===== src/rtl/fetch_unit.sv =====
// fetch_unit: sequential-PC instruction fetch with a credit-limited fetch queue,
// in-order imem requests and redirect flush that drops stale in-flight responses.
module fetch_unit #(
  parameter int              XLEN     = 32,
  parameter int              DEPTH    = 2,
  parameter logic [XLEN-1:0] RESET_PC = '0
) (
  input  logic            clk,
  input  logic            rst_n,
  output logic            imem_req_valid,
  input  logic            imem_req_ready,
  output logic [XLEN-1:0] imem_addr,
  input  logic            imem_resp_valid,
  input  logic [31:0]     imem_resp_data,
  input  logic            redirect_e,
  input  logic [XLEN-1:0] redirect_pc_e,
  input  logic            stall_d,
  output logic            valid_d,
  output logic [31:0]     instr_d,
  output logic [XLEN-1:0] pc_d,
  output logic [XLEN-1:0] pc_plus4_d
);
  localparam int             CW    = $clog2(DEPTH + 1);
  localparam int             PW    = (DEPTH > 1) ? $clog2(DEPTH) : 1;
  localparam logic [PW-1:0]  LASTP = PW'(DEPTH - 1);
  localparam logic [31:0]    NOP   = 32'h0000_0013;

  logic [XLEN-1:0] pc_f_q, pc_f_d;
  logic [31:0]     qi_q [DEPTH];
  logic [XLEN-1:0] qp_q [DEPTH];
  logic [XLEN-1:0] sp_q [DEPTH];
  logic [PW-1:0]   hd_q, hd_d, tl_q, tl_d, sh_q, sh_d, st_q, st_d;
  logic [CW-1:0]   cnt_q, cnt_d, os_q, os_d, dis_q, dis_d;
  logic [31:0]     li_q;
  logic [XLEN-1:0] lp_q;
  logic            acc, enq, deq, drop;
  logic            unused_ok;

  function automatic logic [PW-1:0] inc(input logic [PW-1:0] p);
    return (p == LASTP) ? '0 : p + 1'b1;
  endfunction

  assign unused_ok      = ^redirect_pc_e[1:0];
  assign imem_req_valid = !redirect_e && (({1'b0, cnt_q} + {1'b0, os_q}) < (CW+1)'(DEPTH));
  assign imem_addr      = pc_f_q;
  assign acc            = imem_req_valid && imem_req_ready;
  assign drop           = imem_resp_valid && os_q != '0;
  assign enq            = imem_resp_valid && !redirect_e && dis_q == '0;
  assign valid_d        = cnt_q != '0;
  assign deq            = valid_d && !stall_d;
  assign instr_d        = valid_d ? qi_q[hd_q] : li_q;
  assign pc_d           = valid_d ? qp_q[hd_q] : lp_q;
  assign pc_plus4_d     = pc_d + XLEN'(4);

  // After a redirect every in-flight request is stale, so discard tracks outstanding.
  always_comb begin
    pc_f_d = redirect_e ? {redirect_pc_e[XLEN-1:2], 2'b00} : acc ? pc_f_q + XLEN'(4) : pc_f_q;
    os_d   = os_q + CW'(acc) - CW'(drop);
    dis_d  = redirect_e ? os_q - CW'(drop) : dis_q - CW'(imem_resp_valid && dis_q != '0);
    hd_d   = redirect_e ? tl_q : deq ? inc(hd_q) : hd_q;
    tl_d   = enq ? inc(tl_q) : tl_q;
    cnt_d  = redirect_e ? '0 : cnt_q + CW'(enq) - CW'(deq);
    st_d   = acc ? inc(st_q) : st_q;
    sh_d   = imem_resp_valid ? inc(sh_q) : sh_q;
  end

  always_ff @(posedge clk or negedge rst_n) begin
    if (!rst_n) begin
      pc_f_q <= RESET_PC;
      hd_q   <= '0;
      tl_q   <= '0;
      sh_q   <= '0;
      st_q   <= '0;
      cnt_q  <= '0;
      os_q   <= '0;
      dis_q  <= '0;
      li_q   <= NOP;
      lp_q   <= '0;
    end else begin
      pc_f_q <= pc_f_d;
      hd_q   <= hd_d;
      tl_q   <= tl_d;
      sh_q   <= sh_d;
      st_q   <= st_d;
      cnt_q  <= cnt_d;
      os_q   <= os_d;
      dis_q  <= dis_d;
      if (deq) begin
        li_q <= qi_q[hd_q];
        lp_q <= qp_q[hd_q];
      end
    end
  end

  // Storage needs no reset: entries are only read once counted valid.
  always_ff @(posedge clk) begin
    if (enq) begin
      qi_q[tl_q] <= imem_resp_data;
      qp_q[tl_q] <= sp_q[sh_q];
    end
    if (acc) sp_q[st_q] <= pc_f_q;
  end

  always_ff @(posedge clk) begin
    if (rst_n) begin
      assert (!(enq && !deq && cnt_q == CW'(DEPTH)));
      assert (!(imem_resp_valid && os_q == '0));
    end
  end
endmodule

===== config.mk =====
export PLATFORM = sky130hd
export DESIGN_NAME = fetch_unit
export DESIGN_NICKNAME = d
export VERILOG_FILES = /design/src/rtl/fetch_unit.sv
export SDC_FILE = /design/constraint.sdc
export NUM_CORES = 1
export LEC_CHECK = 0
export ABC_AREA = 1
export ABC_CLOCK_PERIOD_IN_PS = 3600
export CAP_MARGIN = 40
export CORE_MARGIN = 2
export CORE_UTILIZATION = 49
export CTS_BUF_LIST = sky130_fd_sc_hd__clkbuf_16
export CTS_CLUSTER_DIAMETER = 60
export CTS_CLUSTER_SIZE = 8
export DETAILED_ROUTE_END_ITERATION = 6
export PLACE_DENSITY = 0.73
export SLEW_MARGIN = 20
export SYNTH_ARGS = -nofsm -noshare
export SYNTH_HDL_FRONTEND = slang
export SYNTH_SLANG_ARGS = --single-unit

===== constraint.sdc =====
create_clock -name clk -period 3.6 [get_ports clk]
set_clock_uncertainty 0.1 [all_clocks]
set_input_delay 0.36 -clock clk [delete_from_list [all_inputs] [get_ports clk]]
set_output_delay 0.36 -clock clk [all_outputs]
set_load 0.01 [all_outputs]

Yosys cells after proc, flatten, opt, wreduce, memory -nomap -nowiden

Memory sizes are Yosys's and may differ from the RTL's.
Cells that the tools add are included.

Bits in registers: 106
RAM bits: 192
Input port bits: 70
Output and inout bits: 130
Word-level logic and storage cells: 58
Memories: 3

Memory list:

| name | words | width | read ports | clocked after memory_dff | wr ports | line | source |
|---|---|---|---|---|---|---|---|
| qi_q | 2     | 32    | 1          | 0                        | 1        | 29   | `logic [31:0] qi_q [DEPTH];` |
| qp_q | 2     | 32    | 1          | 0                        | 1        | 30   | `logic [XLEN-1:0] qp_q [DEPTH];` |
| sp_q | 2     | 32    | 1          | 0                        | 1        | 31   | `logic [XLEN-1:0] sp_q [DEPTH];` |

Add/subtract/negate cells: 13
Order comparisons: 1
Muxes and demuxes: 16
Reductions and logical operators: 15

Operator list:

| cell                                                                  | count |
|---|---|
| 32-bit 2-to-1 mux                                                     | 4 |
| 32-bit by 3-bit adder with 32-bit output (second input constant)      | 2 |
| 1-bit 2-to-1 mux                                                      | 10 |
| 2-bit nonzero test                                                    | 5 |
| 2-bit by 1-bit subtractor with 2-bit output                           | 4 |
| 1-bit logical AND                                                     | 7 |
| 1-bit adder (second input constant)                                   | 4 |
| 2-bit by 1-bit adder with 2-bit output                                | 2 |
| 2-bit 2-to-1 mux                                                      | 2 |
| 2-bit by 2-bit adder with 3-bit output                                | 1 |
| 3-bit by 2-bit < comparator with 1-bit output (second input constant) | 1 |
| 1-bit zero test                                                       | 2 |
| 2-bit zero test                                                       | 1 |

Logic depth before layout (Yosys ltp)

Gate-level depths: netlist (run 1).

Word-level depth: 6
Mapped depth: 14
Mapped depth without buffers: 13

Worst setup path after synthesis (run 1)

OpenSTA, ideal clock, no wires.

Path type: in2reg
Start: input redirect_e
End: memory qi_q[0][0] (enable)
Library setup time: 0.482 ns
Arrival time: 3.461 ns
Required time: 3.018 ns
Path slack: -0.444 ns
Cell stages on the path: 4
Path buffers: 1
Cells stage by stage: clkbuf_1 > inv_1 > nand3_1 > nor2_1

Longest elaborated chain between the ends: 5

RTL lines:

| item                                   | line | source |
|---|---|---|
| start: declaration                     | 15   | `input logic redirect_e,` |
| 1-bit zero test                        | 48   | `assign enq = imem_resp_valid && !redirect_e && dis_q == '0;` |
| 1-bit logical AND (2 in a row)         | 48   |  |
| 1-bit 2-to-1 mux                       | 97   | `if (enq) begin` |
| 1-bit 2-to-1 mux (implied by the code) | 98   | `qi_q[tl_q] <= imem_resp_data;` |
| end: declaration                       | 29   |  |

No other way between the ends.

Worst setup path in the final report (run 1)

Start: register hd_q
End: output pc_plus4_d[12]

Longest elaborated chain between the ends: 3

RTL lines:

| item                                     | line | source |
|---|---|---|
| start: declaration                       | 32   | `logic [PW-1:0] hd_q, hd_d, tl_q, tl_d, sh_q, sh_d, st_q, st_d;` |
| start signal: assignment                 | 70   | `hd_q <= '0;` |
| start signal: assignment                 | 81   | `hd_q <= hd_d;` |
| memory read 2 x 32 bit                   | --   |  |
| 32-bit 2-to-1 mux                        | 52   | `assign pc_d = valid_d ? qp_q[hd_q] : lp_q;` |
| 32-bit by 3-bit adder with 32-bit output | 53   | `assign pc_plus4_d = pc_d + XLEN'(4);` |
| end: declaration                         | 21   | `output logic [XLEN-1:0] pc_plus4_d` |

No other way between the ends.

==> metrics.md, run 1 <==
| Metric | Value |
|---|---|
| GRT Overall Usage | 22.20% |
| Final Critical Period | 3.504 ns |
| Largest net degree at the start of global routing | 126 |
| Avg Inst Size Synth | 9.537 µm² |
| DRT iter0 DRCs | 677 |
| Layout cells sized above 1 | 11.00% |
| Dpl cell area | 15860 µm² |
| Post-synth cell types | 43 |
| Slew margin rel. | 62.56% |
| Vias/cell | 5.094 |
| Status | complete, no violations |
| Worst setup margin | 0.09647 ns |
| Placed cells | 1951 |
| Final GP Congestion | 0.8828 |
| Clk_lat worst skew | 0.52 ns |
| Die Footprint | 29020 µm² |
| Initial antenna violation count | 0 |
| Global-route wire length before repair | 50.59 mm |
| Clock root buffer master | clkbuf_16 |
| Clock tree sinks | 286 |
| Final Hold Vio Count | 0 |
| CP arrival | 3.04 ns |
| 1st-pass router iterations | 6 |
| N_diodes | 0 |
| Peak supply drop | 0.4643 mV |
| Area delta synth->final | 27.05% |
| Period Utilization, post-route | 97.32% |
| Power Dens Cells | 866.5 nW/µm² |
| Slew Limit Fails | 0 |
| Clock slew at reported path FFs | 0.05 ns |
| Most common cell after layout, fill and taps aside | nand2_1 |
| Post-Route WL | 32.32 mm |
| Setup TNS | 0 ns |
| Synth Instances | 1422 |
| Fin area | 17230 µm² |
| Initial Util | 50.04% |
| Pre-CTS setup slack | 0.4456 ns |
| Num rows | 60 |
| Maximum root-to-sink buffer count | 3 |
| Hold/Removal Path Class | input pin to asynchronous set/reset pin |
| Vias in the first global route | 9945 |
| IO Count | 200 |
| Post-synth EDFFs | 184 |
| I/O Buffers | 191 |
| Max cap viols | 0 |
| Register bit total from synthesis | 286 |
| Filler cell count | 2117 |
| Commonest cells after routing, fill and taps aside | nand2_1, clkdlybuf4s50_1, edfxtp_1 |
| # setup viols final | 0 |
| Ys async rst share | 35.66% |
| Netlist area before placement | 13560 µm² |
| Total vias in the final route | 10370 |
| CTS tree | done |
| Worst Setup End Kind | output pin |
| Antenna viol nets, final | 0 |
| P_leak | 7.082 nW |
| Seq/Total Area, Yosys | 59.59% |
| Kind of critical path | flop to output pin |
| Nets | 1710 |
| Unrepaired setup endpoints after global routing | yes |
| Max Freq | 285.4 MHz |
| TritonCTS Buffers | 41 |
| Core area | 27100 µm² |
| Required time of the critical path | 3.14 ns |
| Final core occ | 63.58% |
| Post-DP HPWL | 21.33 mm |
| Post-Layout Cell Count | 2036 |
| Die Width | 170.4 µm |
| Ys Warns | 0 |
| Crit path launch type | flop |
| Ys flop type | edfxtp_1 |
| H-tree levels | 2 |
| GR Overflow Total | 0 |
| # DRC | 0 |
| Routed len/inst | 15.87 µm |
| Die Y | 170.4 µm |
| Worst-Margin Slew | 0.5616 ns |
| Critical path peak fanout | 29 |
layer usage:
layer | share of wire [%] | GRT usage [%] | wire length, µm | vias to the layer above
met2 | 46 | 35.44 | 14970 | 355
met5 | 0 | 0 | 0 | -
li1 | - | - | - | 5093
met3 | 6.2 | 3.488 | 2019 | 66
met4 | 2.7 | 7.841 | 869 | 0
met1 | 45 | 31.03 | 14460 | 4858
synthesized netlist by cell type, drive strengths merged (4+ instances only):
| library cell | instances | share of area (%) |
|---|---|---|
| mux2 | 30 | 2.5 |
| nor2 | 102 | 3.2 |
| nand4 | 9 | 0.42 |
| inv | 100 | 2.8 |
| a31oi | 9 | 0.42 |
| nand3 | 53 | 2.0 |
| clkbuf | 19 | 0.53 |
| nor3 | 15 | 0.59 |
| ha | 8 | 0.74 |
| xnor2 | 11 | 0.71 |
| nand2 | 554 | 16 |
| buf | 43 | 2.1 |
| dfrtp | 99 | 18 |
| o211ai | 4 | 0.22 |
| edfxtp | 184 | 41 |
| a22oi | 21 | 1.2 |
| o21ai | 111 | 4.1 |
| xor2 | 31 | 2.0 |
critical path, stage by stage (launching register included):
cell and delay [ns]:
dfrtp_4 0.51, inv_6 0.08, buf_12 0.19, nand2_1 0.09, nand2_1 0.09, nand2_1 0.06, nand2_1 0.17, nand2_1 0.13
nor2_2 0.16, nand2_1 0.16, nor2_2 0.17, xor2_1 0.16, clkdlybuf4s50_1 0.56
final cells by class:
class                           count  area (µm²)  share of cell area, %
Multi-Input combinational cell    978        4837                  28.07
Sequential cell                   286        8088                  46.94
Clock buffer                       42        1051                  6.100
Tap cell                          372       465.4                  2.701
Inverter                          101       384.1                  2.229
Timing Repair Buffer              223        2246                  13.03
Clock inverter                     34       158.9                 0.9222
timing repair:
action,in CTS,in global routing
endpoints found under the setup margin,18,20
cloned,0,1
pin swaps,1,1
resized for setup,2,12
setup buffers,6,1
endpoints found under the hold margin,32,0
hold buffers,1,0
per-stage QoR:
stage | power (mW) | hold slack [ns]
floorplan | 8.439 | -0.03559
global placement | 11.21 | 0.2428
detailed placement | 11.34 | 0.2445
CTS | 14.92 | 0.2284
global route | 15.82 | 0.2545
finish | 14.93 | 0.2274
final timing paths:
check / end / startpoint / slack, ns / cells after the start
min reg2reg: sh_q / sh_q / 0.37 / 1
min: imem_addr[21] / rst_n / 0.23 / 2
max in group asynchronous: li_q[1] / rst_n / 2.40 / 3
min in group clk: imem_addr[13] / redirect_pc_e[13] / 0.31 / 3
max reg2reg: imem_addr[24] / cnt_q[0] / 0.99 / 9
max: pc_plus4_d[12] / hd_q / 0.1 / 12
kinds of logic after synthesis:
group,synth area share (%)
adders and majority gates,0.8857
and+or+nand+nor,22.57
DFF,59.59
muxes,2.565
buffers and inverters,5.443
AOI/OAI and AO/OA,6.209
other,0.02765
xor gates and xnor gates,2.712
registers in the layout, summed over array words and instances (netlist names), 2 cells and up:
| signal | flops |
|---|---|
| cnt_q | 2 |
| imem_addr | 30 |
| li_q | 32 |
| lp_q | 30 |
| qi_q | 64 |
| qp_q | 60 |
| sp_q | 60 |
| dis_q | 2 |
| os_q | 2 |
power by group:
group	internal (mW)	switching (mW)	leakage (nW)
Clock	2.10	1.36	0.700
Sequential	4.37	0.466	2.90
Combinational	2.89	3.75	3.48
Power figures use the tool's default switching activity.
==> run 2: changes to the inputs <==
==> constraint.sdc (replaced) <==
create_clock -name clk -period 3.6 [get_ports clk]
set_clock_uncertainty 0.1 [all_clocks]
set_input_delay 0.72 -clock clk [delete_from_list [all_inputs] [get_ports clk]]
set_output_delay 0.72 -clock clk [all_outputs]
set_load 0.02 [all_outputs]
==> metrics.md, run 2 (same netlist as run 1, synthesis figures left out) <==
| Metric | Value |
|---|---|
| # DRC | 0 |
| Final Critical Period | 3.500 ns |
| Worst-Margin Slew | 0.6790 ns |
| CTS tree | done |
| Slew Limit Fails | 0 |
| Max cap viols | 0 |
| IO Count | 200 |
| Initial antenna violation count | 0 |
| # setup viols final | 0 |
| H-tree levels | 2 |
| RR Startpoint | cnt_q[1] |
| Num rows | 60 |
| DRT iter0 DRCs | 879 |
| Required time of the critical path | 2.78 ns |
| Hold Buf Count CTS | 0 |
| I/O Buffers | 191 |
| Core area | 27100 µm² |
| N_diodes | 0 |
| GRT Overall Usage | 22.96% |
| Nets | 1720 |
| Status | complete, no violations |
| Maximum root-to-sink buffer count | 3 |
| Filler cell count | 2146 |
| Clock root buffer master | clkbuf_16 |
| Final Hold Vio Count | 0 |
| Biggest registers after layout | qi_q (64), qp_q (60), sp_q (60) |
| 1st-pass router iterations | 5 |
| Vias in the first global route | 10090 |
| Total vias in the final route | 10460 |
| Largest net degree at the start of global routing | 107 |
| Fin Hold WS | 0.1191 ns |
| Final GP Congestion | 0.8725 |
| Hold/Removal Path Class | input pin to asynchronous set/reset pin |
| Commonest cells after routing, fill and taps aside | nand2_1, edfxtp_1, clkdlybuf4s50_1 |
| Post-Route WL | 32.94 mm |
| Die Y | 170.4 µm |
| Crit path largest cell delay | 0.43 ns |
| FF/Latch Area | 8085 µm² |
| Die Footprint | 29020 µm² |
| Worst Setup End Kind | output pin |
| Initial Util | 50.04% |
| Layout cells sized above 1 | 13.51% |
| Crit path launch type | flop |
| TritonCTS Buffers | 41 |
| Peak supply drop | 0.4607 mV |
| Kind of critical path | flop to output pin |
| CP startpoint | cnt_q[1] |
| Slew margin rel. | 54.74% |
| Max Freq | 285.7 MHz |
| Unrepaired setup endpoints after global routing | yes |
| Max FFs per register | 64 |
| Routed len/inst | 16.11 µm |
| Most flops, register | qi_q |
| Clk_lat worst skew | 0.53 ns |
| Period Utilization, post-route | 97.23% |
| Post-DP HPWL | 21.64 mm |
| CP arrival | 2.68 ns |
| Clock slew at reported path FFs | 0.05 ns |
| Final core occ | 64.08% |
| FF-to-FF setup slack | 0.81 ns |
| Vias/cell | 5.116 |
| Multi-input gate area | 4903 µm² |
| Critical path's slowest cell | dfrtp_2 |
| Die Width | 170.4 µm |
| Crit path cell chain | nor2_4, buf_4, bufbuf_16, nand2_1, nand2_1, nand2_1, nor2_1, nand2_1, nor2_1, nand3_1, nand2_1, clkbuf_2 |
| Most common cell after layout, fill and taps aside | nand2_1 |
| Clock tree sinks | 286 |
| Antenna viol nets, final | 0 |
| Critical path peak fanout | 19 |
| Area delta synth->final | 28.06% |
| P_leak | 7.193 nW |
| GR Overflow Total | 0 |
| Crit-path most repeated cell | nand2_1 |
| Power Dens Cells | 905.8 nW/µm² |
| Global-route wire length before repair | 52.20 mm |
## run 2: changes by cell type in the layout (fill, tap and decap cells not counted), moves of 3 or more
cell             previous run  this run
nor2_4                      7        10
clkdlybuf4s15_1             0         3
nand2_2                    35        43
clkbuf_2                    0        14
buf_4                      25        29
buf_12                      4         9
clkdlybuf4s50_1           189       162
nor2_1                     79        74
nand2_4                     2         6
dlygate4sd2_1               0         8
nand2_1                   516       505
## run 2: area by class of cell
type                       instances  share of cell area (%)
inverter                         101                   2.241
multi-input combinational        978                   28.23
tap                              372                   2.680
timing repair buffer             233                   13.34
clock buffer                      42                   6.052
clock inverter                    33                  0.8934
sequential                       286                   46.56
## run 2: worst paths after layout
path / end / cells after the start
worst max-delay path: pc_plus4_d[31] / 12
worst min-delay path: imem_addr[20] / 1
worst max register to register: imem_addr[13] / 9
worst min register to register: sh_q / 1
max in group asynchronous: cnt_q[0] / 2
min in group clk: sh_q / 1
## run 2: routing by layer
| layer | wire length [µm] | up-vias | global-route usage [%] | share of wire (%) |
|---|---|---|---|---|
| met2 | 15460 | 409 | 36.83 | 47 |
| met3 | 1978 | 64 | 3.558 | 6.0 |
| li1 | - | 5117 | - | - |
| met5 | 0 | - | 0 | 0 |
| met1 | 14650 | 4873 | 32.14 | 44 |
| met4 | 846 | 0 | 7.655 | 2.6 |
## run 2: metrics by stage
step / total power [mW] / instances / worst slack, ns / area [µm²] / setup TNS, ns
after floorplan: 9.115 / 1427 / -0.8038 / 13590 / -99.67
after global placement: 11.98 / 1957 / 0.1216 / 15940 / 0
after detailed placement: 12.11 / 1957 / 0.1019 / 15940 / 0
after CTS: 15.68 / 2043 / 0.01026 / 17280 / 0
after global routing: 16.68 / 2045 / -0.006520 / 17370 / -0.006520
final: 15.73 / 2045 / 0.09986 / 17370 / 0
## run 2: report_power, final
part	switching (mW)	total, mW	internal [mW]	leakage [nW]
logic	4.50	7.40	2.89	3.60
clock network	1.39	3.48	2.10	0.695
registers	0.481	4.85	4.37	2.90
## run 2: worst max-delay path, delay by kind of cell, from the launching register on
family | cells | cell delay, ns
buffers and inverters | 3 | 0.64
flip-flops | 1 | 0.43
AND/OR/NAND/NOR | 9 | 1.09
## run 2: timing repair
item,CTS,global route
cloned,1,1
buffers inserted,10,1
resized for setup,41,61
endpoints found under the hold margin,0,0
pin swaps,3,1
endpoints found under the setup margin,59,42
==> run 3: changes to the inputs <==
Settings changed: CTS_CLUSTER_DIAMETER 60 to 100.
==> metrics.md, run 3 (same netlist as run 1, synthesis figures left out) <==
| Metric | Value |
|---|---|
| DRT iter0 DRCs | 785 |
| GR Overflow Total | 0 |
| Initial antenna violation count | 0 |
| Required time of the critical path | 2.78 ns |
| Power share of the combinational group | 46.9% |
| Max cap viols | 0 |
| Core area | 27100 µm² |
| Period Utilization, post-route | 96.80% |
| Post-Layout Cell Count | 2048 |
| TritonCTS Buffers | 41 |
| Crit-path most repeated cell | nand2_1 |
| Critical path's slowest cell | dfrtp_2 |
| Filler cell count | 2166 |
| Fin Hold WS | 0.1190 ns |
| Post-Route WL | 32.76 mm |
| IO Count | 200 |
| Die Width | 170.4 µm |
| Vias/cell | 5.074 |
| CP delay by family, top | simple AND/OR/NAND/NOR gates |
| H-tree levels | 2 |
| Critical path peak fanout | 10 |
| Sequential Power Share | 31.0% |
| Setup TNS | 0 ns |
| Hold/Removal Path Class | input pin to asynchronous set/reset pin |
| Maximum root-to-sink buffer count | 3 |
| Peak supply drop | 0.4647 mV |
| P_leak | 7.202 nW |
| 1st-pass router iterations | 5 |
| GRT Overall Usage | 22.83% |
| Clock Power Share | 22.1% |
| FF-to-FF End | imem_addr[13] |
| FF-to-FF setup slack | 0.80 ns |
| Worst Setup End Kind | output pin |
| Crit path launch type | flop |
| Layout cells sized above 1 | 13.19% |
| Die Footprint | 29020 µm² |
| Final GP Congestion | 0.8725 |
| Antenna viol nets, final | 0 |
| Die Y | 170.4 µm |
| Global-route wire length before repair | 51.88 mm |
| Most flops, register | qi_q |
| Slew margin rel. | 53.75% |
| CTS tree | done |
| Total vias in the final route | 10390 |
| Final Hold Vio Count | 0 |
| I/O Buffers | 191 |
| Multi-input gate area | 4856 µm² |
| Clock slew at reported path FFs | 0.05 ns |
| Crit path cell chain | nor2_4, buf_4, clkbuf_16, nand2_1, nand2_1, nand2_1, nor2_1, nand2_1, nor2_1, nand2_1, nand2_1, nand2_1, dlygate4sd2_1 |
| Post-DP HPWL | 21.64 mm |
| Commonest cells after routing, fill and taps aside | nand2_1, edfxtp_1, clkdlybuf4s50_1 |
| N_diodes | 0 |
| Final core occ | 63.93% |
| Max FFs per register | 64 |
| Dpl cell area | 15940 µm² |
| Nets | 1722 |
| Hold Buf Count CTS | 0 |
| Clock tree sinks | 286 |
| Largest net degree at the start of global routing | 107 |
| # setup viols final | 0 |
| Worst-Margin Slew | 0.6938 ns |
| Unrepaired setup endpoints after global routing | yes |
| Placed cells | 1957 |
| Vias in the first global route | 10100 |
| Biggest registers after layout | qi_q (64), qp_q (60), sp_q (60) |
| Routed len/inst | 15.99 µm |
| Num rows | 60 |
| Slew Limit Fails | 0 |
| CP arrival | 2.66 ns |
| FF/Latch Area | 8085 µm² |
| Final Critical Period | 3.485 ns |
| Fin area | 17330 µm² |
| Kind of critical path | flop to output pin |
| Clk_lat worst skew | 0.52 ns |
| Status | complete, no violations |
| # DRC | 0 |
| Initial Util | 50.04% |
| Max Freq | 287.0 MHz |
| Clock root buffer master | clkbuf_16 |
| Net load switching power | 6.313 mW |
| Most common cell after layout, fill and taps aside | nand2_1 |
| Crit path largest cell delay | 0.43 ns |
| Register-to-Register Path Depth | 9 |
| Switch share | 40.37% |
| RR Startpoint | cnt_q[1] |
| Power Dens Cells | 902.7 nW/µm² |
| Area delta synth->final | 27.75% |
| Int Pwr | 9.326 mW |
| Crit path buf inv count | 3 |
==> run 3: final cells by class <==
cell class / instances / area share [%]
Clock buffer: 42 / 6.066
Clock inverter: 34 / 0.9172
Inverter: 101 / 2.232
Multi-Input combinational cell: 978 / 28.03
Sequential cell: 286 / 46.67
Tap cell: 372 / 2.686
Timing Repair Buffer: 234 / 13.37
Timing Repair inverter: 1 / 0.03611
==> run 3: per-stage QoR <==
stage,setup slack (ns),total power [mW]
2_1_floorplan,-0.8038,9.115
3_3_place_gp,0.1216,11.98
3_5_place_dp,0.1019,12.11
4_1_cts,0.01470,15.65
5_1_grt,-0.04167,16.59
6_report,0.1151,15.64
==> run 3: worst max path at each step <==
stage	start	end	cells past startpoint
final	cnt_q[1]	pc_plus4_d[30]	13
after global routing	cnt_q[1]	pc_plus4_d[30]	13
after CTS	cnt_q[1]	pc_plus4_d[28]	13
after global placement	hd_q	pc_plus4_d[18]	11
after floorplan	redirect_e	qi_q[0][0]	4
after detailed placement	hd_q	pc_plus4_d[12]	12
==> run 3: per-layer routing <==
layer	vias to the layer above	GRT usage, %	wire length, µm
met1	4816	31.87	14580
met3	61	3.372	1961
met4	0	8.101	867
li1	5123	-	-
met5	-	0	0
met2	391	36.62	15350
==> run 3: repair_timing <==
item,CTS,global route
pin swaps,3,1
endpoints found under the setup margin,59,47
cloned,1,2
hold endpoints to repair,0,0
gates resized for setup,40,48
setup buffers,9,3
==> run 3: power by group through the flow <==
stage	Clock (mW)	Sequential (mW)	Combinational [mW]
6_report	3.46	4.85	7.33
2_1_floorplan	0	4.85	4.27
3_5_place_dp	0	4.89	7.22
5_1_grt	3.66	4.93	8.00
4_1_cts	3.53	4.84	7.29
3_3_place_gp	0	4.86	7.12
==> variant 1, RTL diff (flow settings as in run 2) <==
Make the reset (`rst_n`) synchronous in one clocked block.
--- a/src/rtl/fetch_unit.sv
+++ b/src/rtl/fetch_unit.sv
@@ -65,5 +65,5 @@
   end
 
-  always_ff @(posedge clk or negedge rst_n) begin
+  always_ff @(posedge clk) begin
     if (!rst_n) begin
       pc_f_q <= RESET_PC;
Check against the original RTL: differs if rst_n is asserted again (counterexample within 4 cycles, from zero or initial values and one cycle with rst_n low); with rst_n held inactive, the same outputs for 4 cycles.
==> variant 1 against run 2 <==
Cell count is 6.2% lower. The flow now finishes with violations (DRC). Critical endpoint is now pc_plus4_d[22]. Synthesized area is 3.5% lower. Utilization is 0.71 points lower. Setup slack better by 0.052 ns. Routed wire length is 5.3% lower. Synthesized cell count is 4.3% lower. Sequential cell count is 2 higher. Cell area is 4.6% lower.
Power is not compared: it rests on default switching activity, and its combinational part moved more than twofold at a synthesized area within 25%.
==> variant 1: results (changes against run 2) <==
The proportion of register bits with asynchronous set or reset after synthesis came out at 0% (was 35.7%). The worst setup slack after placement came out at 0.206 ns (was 0.102 ns). The run gives 2117 (was 2146) as the filler cell count. Ranking of synthesized cells by area: sky130_fd_sc_hd__edfxtp_1, sky130_fd_sc_hd__dfxtp_1, sky130_fd_sc_hd__nand2_1 (was sky130_fd_sc_hd__edfxtp_1, sky130_fd_sc_hd__dfrtp_1, sky130_fd_sc_hd__nand2_1). The number of post-CTS setup repair buffers was 0 (was 10).

Number of vias per cell: 5.21 (was 5.12). The placed cell count is 1845 (was 1957). The length of routed wiring on met1 is 14100 um (was 14700 um), and the depth of the worst register-to-register path is 7 (was 9).

The run gives 14700 um (was 15500 um) as the wire length on met2. The highest net fanout along the worst path was 22 (was 19). The checks that failed: DRC. The proportion of final cell area spent on non-clock buffers was 12.9% (was 13.3%); the maximum number of pins on one net before global-route repair was 69 (was 107).

The clock network area share was 7.16% (was 6.95%). The fraction of final layout cells with drive strength greater than 1 was 10.6% (was 13.5%); the global routing met2 resource utilization was 36.7% (was 36.8%). The placed wire-length estimate after detailed placement was 20700 um (was 21600 um); the inverter count was 81 (was 101). The post-place instance area was 15300 um^2 (was 15900 um^2). The number of optimization iterations in the first detailed-route pass is 7 (was 5). For the worst slew margin relative to its limit, the log shows 54.3% (was 54.7%). The flow ran to the end, but the final reports show violations. Number of resized instances in the post-cts repair step: 35 (was 41).

The fmax was 0.290 GHz (was 0.286 GHz); the routability-driven placement congestion ratio was 0.942 (was 0.873). Capture point of the worst path: pc_plus4_d[22] (was pc_plus4_d[31]). The multi-input gate share of the layout cell area is 29.5% (was 28.2%), and the post-layout utilization of the core is 63.4% (was 64.1%).

The post-detailed-route DRC marker count was 16 (was 0); the sequential share of the synthesized area was 58.1% (was 59.6%). The kind of path behind the tightest hold check was reg -> reg (was in -> async). The length of routed met3 wiring was 1720 um (was 1980 um).
-- variant 1: cell families (layout without fill, tap and decap cells) --
kind of cell / count (synthesis) / in the layout / synth area share (%)
simple gates: 645 / 645 / 20.8
mux: 59 / 59 / 4.80
other cells: 1 / 6 / 0.0287
flops: 288 / 288 / 58.1
buf+inv: 148 / 366 / 5.24
compound gates: 184 / 184 / 8.26
fa+ha+maj: 9 / 9 / 0.918
xor+xnor: 27 / 27 / 1.81
-- variant 1: worst min path at each step --
stage	start	endpoint	cells after the start	slack (ns)
2_1_floorplan	lp_q[2]	lp_q[2]	2	0.33
3_5_place_dp	lp_q[16]	lp_q[16]	2	0.35
5_1_grt	lp_q[5]	lp_q[5]	2	0.38
4_1_cts	lp_q[29]	lp_q[29]	2	0.36
6_report	lp_q[17]	lp_q[17]	2	0.36
3_3_place_gp	lp_q[2]	lp_q[2]	2	0.34
==> variant 2, RTL diff (settings of run 2) <==
Made on the original files. `XLEN`: 32 -> 16.
--- a/src/rtl/fetch_unit.sv
+++ b/src/rtl/fetch_unit.sv
@@ -2,5 +2,5 @@
 // in-order imem requests and redirect flush that drops stale in-flight responses.
 module fetch_unit #(
-  parameter int              XLEN     = 32,
+  parameter int              XLEN     = 16,
   parameter int              DEPTH    = 2,
   parameter logic [XLEN-1:0] RESET_PC = '0
Ports: changed (resized imem_addr, pc_d, pc_plus4_d and redirect_pc_e); port bits go from 200 to 136. No check against the original RTL was run, so the function may have changed too.
==> variant 2 against run 2 <==
Worst hold slack gained 0.0034 ns. Total power shrank 41%. Sequential cell count shrank 96. Routed wire length shrank 49%. Cell area shrank 39%. Setup slack gained 0.074 ns. Non-clock buffer count shrank 89. Synthesized area shrank 38%.
==> variant 2: results (changes against run 2) <==
Kind of path behind the tightest hold check: in -> async (unchanged). The fraction of final layout cells with drive strength greater than 1 is 10.2% (was 13.5%). The number of buffers inserted by port buffering is 127 (was 191). The flow ran to the end, and the final reports show no timing, DRC or antenna violations.

The clock transition at the registers of the reported paths is 0.07 ns (was 0.05 ns). The most used flip-flop cell after synthesis was sky130_fd_sc_hd__edfxtp_1 (unchanged). The first-pass GRT wire length is 27300 um (was 52200 um). The logs give 4 (was 2) for the CTS H-tree depth and 94 (was 107) for the maximum number of pins on one net before global-route repair. The tools report the internal reg-to-reg setup slack as 1.16 ns (was 0.81 ns). The number of enable flip-flop cells after synthesis is 120 (was 184). The worst setup path startpoint was cnt_q[0] (was cnt_q[1]).

The number of antenna repair diodes is 0 (unchanged). The run gives 5.64 mW (was 9.36 mW) as the internal cell power. The number of warning messages in the yosys log is 0 (unchanged), and the number of optimization iterations in the first detailed-route pass is 5 (unchanged). The number of global-route vias before repair is 5589 (was 10100), and the count of unique library cells instantiated by Yosys is 38 (was 43). For the placed wire-length estimate after detailed placement, the log shows 11000 um (was 21600 um).

Registers with the most flip-flops: qi_q (64), li_q (32) (was qi_q (64), qp_q (60), sp_q (60)). The starting DRC count in detailed routing was 304 (was 879); the clock latency reported for the late side of the worst-skew pair was 0.42 ns (was 0.53 ns). Initial antenna violation count: 0 (unchanged). The number of buffers created by CTS came out at 17 (was 41).

Ranking of synthesized cells by area: sky130_fd_sc_hd__edfxtp_1, sky130_fd_sc_hd__dfrtp_1, sky130_fd_sc_hd__nand2_1 (unchanged). The proportion of register bits with asynchronous set or reset after synthesis came out at 36.8% (was 35.7%). The leakage power total is 4.31 nW (was 7.19 nW), and the clock tree buffer depth is 2 (was 3). The run gives 2.61 ns (was 2.68 ns) as the data arrival time of the worst path.

The highest net fanout along the worst path came out at 8 (was 19). The area occupied by multi-input gates is 2640 um^2 (was 4900 um^2), and the routability-driven placement congestion ratio is 0.817 (was 0.873). The sequential share of the synthesized area is 63.6% (was 59.6%).

Number of vias per cell: 4.94 (was 5.12). For the final net count, the log shows 1007 (was 1720). The cell chosen for the clock root is sky130_fd_sc_hd__clkbuf_16 (unchanged).

The post-place instance area is 9920 um^2 (was 15900 um^2), and the transition time of the tightest slew-check pin is 0.640 ns (was 0.679 ns). The worst-case hold slack was 0.123 ns (was 0.119 ns). Most frequent cells after synthesis: sky130_fd_sc_hd__nand2_1, sky130_fd_sc_hd__edfxtp_1, sky130_fd_sc_hd__o21ai_0, sky130_fd_sc_hd__dfrtp_1, sky130_fd_sc_hd__inv_1 (unchanged). The logs give 19.3% (was 23.0%) for the global router's overall resource usage and 0.453 mV (was 0.461 mV) for the highest ir drop seen on vdd.

The detail-routed net length per standard cell came out at 14.4 um (was 16.1 um). The depth of the worst register-to-register path came out at 9 (unchanged). The filler cell count is 1352 (was 2146).
variant 2: power groups by stage:
| stage | clock (mW) | sequential (mW) | combinational, mW |
|---|---|---|---|
| after detailed placement | 0 | 3.22 | 4.42 |
| after CTS | 1.74 | 3.18 | 4.43 |
| after global placement | 0 | 3.20 | 4.36 |
| after global routing | 1.83 | 3.25 | 4.83 |
| final | 1.70 | 3.18 | 4.43 |
| after floorplan | 0 | 3.18 | 2.72 |
variant 2: worst paths after layout:
kind,to
max in group asynchronous,li_q[4]
min in group clk,li_q[1]
max reg2reg,imem_addr[13]
max,pc_plus4_d[7]
min reg2reg,li_q[1]
min,lp_q[3]
variant 2: layout make-up:
class,instances,area share (%)
inverter,62,2.26
tap,220,2.62
timing repair buffer,144,14.0
clock buffer,17,4.04
sequential,190,51.0
clock inverter,15,1.03
multi-input combinational,529,25.1
variant 2: kinds of logic after synthesis:
| logic type | share of synthesized area (%) |
|---|---|
| and+or+nand+nor | 18.4 |
| adders and majority gates | 1.43 |
| buffers and inverters | 5.57 |
| xor gates and xnor gates | 2.39 |
| muxes | 1.99 |
| AOI/OAI and AO/OA | 6.52 |
| DFF | 63.6 |
| other | 0.0445 |
variant 2: layer usage:
layer	part of all wire (%)	GRT usage [%]	wire (um)	vias up
met4	1.6	6.54	267	0
met2	49	32.3	8330	141
met5	0	0	0	-
met3	4.5	3.98	752	21
li1	-	-	-	2936
met1	45	25.3	7550	2711
variant 2: what timing repair did:
item                                    CTS  global route
endpoints found under the setup margin    9            27
hold buffers                              0             0
gates resized for setup                  10             7
buffers inserted                          1             0
pin swaps                                 1             1
variant 2: metrics by stage:
step	power [mW]	cells	setup WS, ns
after floorplan	5.90	822	0.0969
after global placement	7.56	1142	0.216
after detailed placement	7.64	1143	0.145
after CTS	9.35	1176	0.0303
after global routing	9.91	1177	-0.000657
final	9.31	1177	0.174
variant 2: critical path, stage by stage, from the launching register on:
cell and delay (ns):
sky130_fd_sc_hd__dfrtp_1 0.43, sky130_fd_sc_hd__nor2_4 0.23, sky130_fd_sc_hd__buf_4 0.21, sky130_fd_sc_hd__nand2_1 0.07
sky130_fd_sc_hd__nand2_2 0.13, sky130_fd_sc_hd__nand2_1 0.12, sky130_fd_sc_hd__nor2_2 0.19, sky130_fd_sc_hd__xor2_1 0.15
sky130_fd_sc_hd__clkdlybuf4s50_1 0.64
